## config.mk

```make
export PLATFORM = sky130hd
export DESIGN_NAME = sram_req_bridge
export DESIGN_NICKNAME = d
export VERILOG_FILES = /design/src/rtl/sram_req_bridge.sv
export SDC_FILE = /design/constraint.sdc
export NUM_CORES = 1
export LEC_CHECK = 0
export CAP_MARGIN = 20
export CORE_MARGIN = 2
export CORE_UTILIZATION = 45
export DETAILED_ROUTE_END_ITERATION = 6
export GPL_ROUTABILITY_DRIVEN = 1
export PLACE_DENSITY = 0.86
export SETUP_SLACK_MARGIN = 0.15
export SYNTH_ARGS = -nofsm -noshare
export SYNTH_HDL_FRONTEND = slang
export SYNTH_SLANG_ARGS = --single-unit
```

## constraint.sdc

```tcl
create_clock -name clk -period 4.5 [get_ports clk]
set_clock_uncertainty 0.05 [all_clocks]
set_input_delay 0.675 -clock clk [delete_from_list [all_inputs] [get_ports clk]]
set_output_delay 0.675 -clock clk [all_outputs]
set_load 0.02 [all_outputs]
```

## src/rtl/sram_req_bridge.sv

```systemverilog
// Core req/gnt bus to active-low single-port SRAM strobes, with an optional post-reset
// zero sweep and an in-order rvalid/rready response FIFO.
module sram_req_bridge #(
    parameter int unsigned ADDR_WIDTH     = 14,
    parameter logic [31:0] BASE_ADDR      = 32'h0010_0000,
    parameter int unsigned RESP_DEPTH     = 2,
    parameter bit          CLEAR_ON_RESET = 1'b1
) (
    input  logic                  clk,
    input  logic                  rst,
    input  logic                  req_i,
    output logic                  gnt_o,
    input  logic [31:0]           addr_i,
    input  logic                  we_i,
    input  logic [3:0]            be_i,
    input  logic [31:0]           wdata_i,
    output logic                  rvalid_o,
    input  logic                  rready_i,
    output logic [31:0]           rdata_o,
    output logic                  err_o,
    output logic                  init_done_o,
    output logic                  sram_cen,
    output logic                  sram_gwen,
    output logic [3:0]            sram_ben,
    output logic [ADDR_WIDTH-1:0] sram_a,
    output logic [31:0]           sram_d,
    input  logic [31:0]           sram_q
);

    localparam int unsigned PTR_W   = (RESP_DEPTH > 1) ? $clog2(RESP_DEPTH) : 1;
    localparam int unsigned CNT_W   = $clog2(RESP_DEPTH + 1);
    localparam int unsigned TAG_LSB = ADDR_WIDTH + 2;
    localparam logic [CNT_W:0] DEPTH_L = (CNT_W + 1)'(RESP_DEPTH);

    typedef enum logic [0:0] {StInit, StRun} state_e;
    localparam state_e ResetState = CLEAR_ON_RESET ? StInit : StRun;

    state_e                state_q, state_d;
    logic [ADDR_WIDTH-1:0] clr_cnt_q, clr_cnt_d;
    logic                  inflight_q, inflight_d;
    logic                  infl_we_q, infl_we_d;
    logic                  infl_err_q, infl_err_d;
    logic [PTR_W-1:0]      wr_ptr_q, wr_ptr_d, rd_ptr_q, rd_ptr_d;
    logic [CNT_W-1:0]      count_q, count_d;
    logic [31:0]           fifo_data_q [RESP_DEPTH];
    logic [31:0]           fifo_data_d [RESP_DEPTH];
    logic                  fifo_err_q  [RESP_DEPTH];
    logic                  fifo_err_d  [RESP_DEPTH];

    logic             hit, grant, accept, push, pop;
    logic [CNT_W:0]   occ;
    logic             unused_addr;

    assign unused_addr = ^addr_i[1:0];

    function automatic logic [PTR_W-1:0] ptr_inc(input logic [PTR_W-1:0] p);
        return (p == PTR_W'(RESP_DEPTH - 1)) ? '0 : p + PTR_W'(1);
    endfunction

    assign hit      = addr_i[31:TAG_LSB] == BASE_ADDR[31:TAG_LSB];
    assign rvalid_o = count_q != '0;
    assign rdata_o  = rvalid_o ? fifo_data_q[rd_ptr_q] : 32'h0;
    assign err_o    = rvalid_o ? fifo_err_q[rd_ptr_q] : 1'b0;
    assign pop      = rvalid_o & rready_i;
    assign push     = inflight_q;
    // In-flight request already owns a FIFO slot, so it counts against the credit.
    assign occ      = {1'b0, count_q} + (CNT_W + 1)'(inflight_q);

    always_comb begin
        state_d     = state_q;
        clr_cnt_d   = clr_cnt_q;
        grant       = 1'b0;
        init_done_o = 1'b0;
        sram_cen    = 1'b1;
        sram_gwen   = 1'b1;
        sram_ben    = 4'hF;
        sram_a      = '0;
        sram_d      = 32'h0;

        case (state_q)
            StInit: begin
                if (!rst) begin
                    sram_cen  = 1'b0;
                    sram_gwen = 1'b0;
                    sram_ben  = 4'h0;
                    sram_a    = clr_cnt_q;
                    clr_cnt_d = clr_cnt_q + ADDR_WIDTH'(1);
                    if (clr_cnt_q == '1) begin
                        state_d = StRun;
                    end
                end
            end
            StRun: begin
                if (!rst) begin
                    init_done_o = 1'b1;
                    grant       = (occ - (CNT_W + 1)'(pop)) < DEPTH_L;
                    if (req_i && grant) begin
                        sram_cen  = !hit;
                        sram_gwen = !(hit & we_i);
                        sram_ben  = we_i ? ~be_i : 4'hF;
                        sram_a    = addr_i[ADDR_WIDTH+1:2];
                        sram_d    = wdata_i;
                    end
                end
            end
            default: state_d = ResetState;
        endcase
    end

    assign gnt_o  = grant;
    assign accept = req_i & grant;

    always_comb begin
        inflight_d  = accept;
        infl_we_d   = accept & we_i;
        infl_err_d  = accept & !hit;
        wr_ptr_d    = wr_ptr_q;
        rd_ptr_d    = rd_ptr_q;
        fifo_data_d = fifo_data_q;
        fifo_err_d  = fifo_err_q;
        if (push) begin
            fifo_data_d[wr_ptr_q] = (!infl_we_q && !infl_err_q) ? sram_q : 32'h0;
            fifo_err_d[wr_ptr_q]  = infl_err_q;
            wr_ptr_d              = ptr_inc(wr_ptr_q);
        end
        if (pop) begin
            rd_ptr_d = ptr_inc(rd_ptr_q);
        end
        count_d = count_q + CNT_W'(push) - CNT_W'(pop);
    end

    always_ff @(posedge clk) begin
        if (rst) begin
            state_q    <= ResetState;
            clr_cnt_q  <= '0;
            inflight_q <= 1'b0;
            infl_we_q  <= 1'b0;
            infl_err_q <= 1'b0;
            wr_ptr_q   <= '0;
            rd_ptr_q   <= '0;
            count_q    <= '0;
        end else begin
            state_q    <= state_d;
            clr_cnt_q  <= clr_cnt_d;
            inflight_q <= inflight_d;
            infl_we_q  <= infl_we_d;
            infl_err_q <= infl_err_d;
            wr_ptr_q   <= wr_ptr_d;
            rd_ptr_q   <= rd_ptr_d;
            count_q    <= count_d;
        end
    end

    // Storage needs no reset: entries are only visible while count_q covers them.
    always_ff @(posedge clk) begin
        fifo_data_q <= fifo_data_d;
        fifo_err_q  <= fifo_err_d;
    end

endmodule

```

==> metrics.csv <==
metric;value;unit
rrSetupSlack;1.79;ns
cts-root-buf;clkbuf_8;
max-cap-violations;0;
dp_cells;645;
worstHoldPathCells;0;
path_class;input pin to output port;
relSlewSlack;28.1;%
syn_area;4230;um^2
syn_nets;469;
synth-seq-cells;88;
holdPathEnd;fifo_err_q[0]$_DFFE_PP_;
n_antenna_cell;0;
drv_slew;0;
start_kind;input pin;
post-route-worst-setup-slack;0.253;ns
r2r-start;count_q[1]$_SDFF_PP0_;
power_density;293;nW/um^2
hpwl;7750;um
grt_pass1_wl;16400;um
min_period_over_period;94.4;%
drt_iter0_drc;118;
crit_required;3.77;ns
vias;3414;
grt_overflow_total;0;
grt_usage;20.5;%
dr.pass1.iters;4;
coreArea;9200;um^2
finalSetupViolations;0;
htreeDepth;3;
peakVddDrop;0.160;mV
synth_cell_types;40;
cts_buffer_depth;2;
worstReg2RegEnd;infl_err_q$_SDFF_PP0_;
final_cell_area;6400;um^2
finalWeightedCongestion;0.807;
cts.sinks;88;
clock_latency;0.34;ns
drc;0;
p_leak;2.45;nW
grt_pass1_vias;3563;
area_growth;51.3;%
die_area;10200;um^2
fin_nets;654;
antenna_found_initial;0;
port_buffers;190;
crit_fanout;4;
pre_cts_slack;-0.0738;ns
period_needed;4.25;ns
postCtsHoldBufs;0;
hold_path_class;flip-flop to flip-flop;
numCtsBuffers;9;
synth.avg_cell_area;11.7;um^2
crit_arrival;3.52;ns
reg2regPathDepth;11;
fill_cells;697;
drive_above_1_share;7.45;%
status;completed;
grt_max_degree;40;
syn_inst;360;
wl;10400;um
fmax;235;MHz
num_rows;35;
ys_warn_count;0;
hold_start;infl_err_q$_SDFF_PP0_;
finalHoldViolCount;0;
endpoint_kind;output port;
place_area;6220;um^2
yosysSeqAreaShare;57.3;%
postRouteAntennaNets;0;
cts_tree;built;
pin_count;193;
worst_slew_pin_slew;1.08;ns
die_h;101;um
final_cells;661;
cts.clk_slew.worst_paths;0.09;ns
die_w;101;um
start_util;46.0;%
routed_via_density;5.16;
rsz0062_at_grt;yes;
wire_per_inst;15.8;um
==> metal layers <==
metal  share of wire, %  track usage (%)  routed length, um
met1                 39             22.9               4050
met4                1.1             5.09                117
met2                 53             38.3               5500
met3                7.2             5.83                746
met5                  0                0                  0
==> power by group <==
| group | switching [mW] | leakage, nW | total [mW] | internal [mW] |
|---|---|---|---|---|
| Combinational | 0.216 | 1.59 | 0.468 | 0.252 |
| Clock | 0.291 | 0.0854 | 0.498 | 0.206 |
| Sequential | 0.0350 | 0.767 | 0.911 | 0.876 |
| Total | 0.542 | 2.45 | 1.88 | 1.33 |
==> critical path, stage by stage <==
cell and delay [ns]:
clkdlybuf4s50_1 0.45, o21ai_0 0.13, inv_1 0.10, ha_1 0.22, inv_1 0.06, ha_1 0.14
inv_1 0.05, fa_1 0.54, nand2_2 0.13, nor4_4 0.35, a21oi_1 0.11, clkdlybuf4s50_1 0.57
==> state kept, by name (all words and copies together), names as in the netlist <==
| register | flops |
|---|---|
| fifo_data_q | 64 |
| clr_cnt_q | 14 |
| count_q | 2 |
| fifo_err_q | 2 |
| infl_err_q | 1 |
| infl_we_q | 1 |
| inflight_q | 1 |
| rd_ptr_q | 1 |
| state_q | 1 |
| wr_ptr_q | 1 |
==> kinds of logic (layout without fill, tap and decap cells) <==
kind of cell / after synthesis / after routing / share of synthesized area (%)
compound gates: 34 / 34 / 5.74
simple gates: 155 / 155 / 21.0
buf+inv: 35 / 225 / 4.26
mux: 38 / 38 / 9.12
xor+xnor: 6 / 6 / 1.24
fa+ha+maj: 4 / 4 / 1.36
flops: 88 / 88 / 57.3
==> layout make-up <==
cell class | count | area [um^2] | area share, %
multi-input cells | 237 | 1690 | 26.3
clock buffers | 9 | 124 | 1.94
flip-flops and latches | 88 | 2420 | 37.9
well taps | 111 | 139 | 2.17
clock inverters | 7 | 56.3 | 0.880
repair buffers | 197 | 1920 | 30.1
inverters | 12 | 45.0 | 0.704
==> worst max path at each step <==
stage,startpoint,end,slack [ns],cells past startpoint
floorplan,rready_i,sram_d[10],1.07,12
global placement,rready_i,sram_d[9],0.09,13
detailed placement,rready_i,sram_ben[2],-0.07,12
CTS,rready_i,sram_ben[2],0.12,12
global route,rready_i,sram_gwen,0.09,12
finish,rready_i,sram_ben[2],0.25,12
==> Yosys cell counts (all sizes together) <==
| cell type | count | share of area, % |
|---|---|---|
| nand2b | 2 | 0.65 |
| dfxtp | 22 | 10 |
| fa | 1 | 0.47 |
| a32o | 1 | 0.24 |
| nor2b | 7 | 1.0 |
| a41o | 1 | 0.24 |
| xnor2 | 1 | 0.21 |
| xor2 | 5 | 1.0 |
| o31ai | 4 | 0.71 |
| a21oi | 11 | 1.3 |
| ha | 3 | 0.89 |
| nand2 | 5 | 0.44 |
| or3 | 2 | 0.33 |
| and2 | 65 | 9.6 |
| mux2i | 34 | 8.0 |
| mux2 | 4 | 1.1 |
| nor4b | 1 | 0.21 |
| nand3 | 3 | 0.47 |
| nand3b | 2 | 0.65 |
| nor2 | 47 | 4.2 |
| o221ai | 1 | 0.21 |
| o21ai | 3 | 0.36 |
| or4 | 5 | 0.89 |
| and4 | 1 | 0.21 |
| edfxtp | 66 | 47 |
| inv | 12 | 1.1 |
| nor3 | 3 | 0.47 |
| a22o | 13 | 2.7 |
| nor4 | 9 | 1.3 |
| buf | 11 | 2.1 |
| nand4b | 1 | 0.21 |
| nand4 | 2 | 0.30 |
| clkbuf | 12 | 1.1 |
==> metrics by stage <==
| step | total power [mW] | TNS, ns | util [%] | hold slack [ns] |
|---|---|---|---|---|
| 3_5_place_dp | 1.39 | -0.240 | 67.6 | 0.420 |
| 2_1_floorplan | 1.14 | 0 | - | 0.376 |
| 5_1_grt | 1.96 | 0 | 69.6 | 0.474 |
| 6_report | 1.88 | 0 | 69.6 | 0.442 |
| 3_3_place_gp | 1.37 | 0 | 67.6 | 0.419 |
| 4_1_cts | 1.88 | 0 | 69.0 | 0.443 |
==> layout by cell type, fill, tap and decap left out, types with 2 or more instances in the layout <==
cell type,Yosys,layout
a21oi_1,11,11
a22o_1,13,13
and2_1,65,65
buf_4,1,6
clkbuf_8,0,9
clkdlybuf4s15_1,0,6
clkdlybuf4s50_1,0,140
clkinv_4,0,2
clkinvlp_4,0,2
dfxtp_1,22,21
dlygate4sd2_1,0,39
dlymetal6s2s_1,0,4
edfxtp_1,66,66
ha_1,3,3
inv_1,12,12
mux2_2,4,4
mux2i_1,34,34
nand2_1,5,4
nand2b_4,2,2
nand3_1,2,2
nand4_1,2,2
nor2_1,47,45
nor2_2,0,2
nor2b_1,7,6
nor4_1,9,8
o21ai_0,3,3
o31ai_1,4,4
or4_1,5,5
xor2_1,5,4
==> repair_timing <==
item / 4_1_cts / 5_1_grt
gates resized for setup: 47 / 17
setup endpoints to repair: 50 / 49
setup buffers: 0 / 0
pin swaps: 0 / 0
Power figures use the tool's default switching activity.
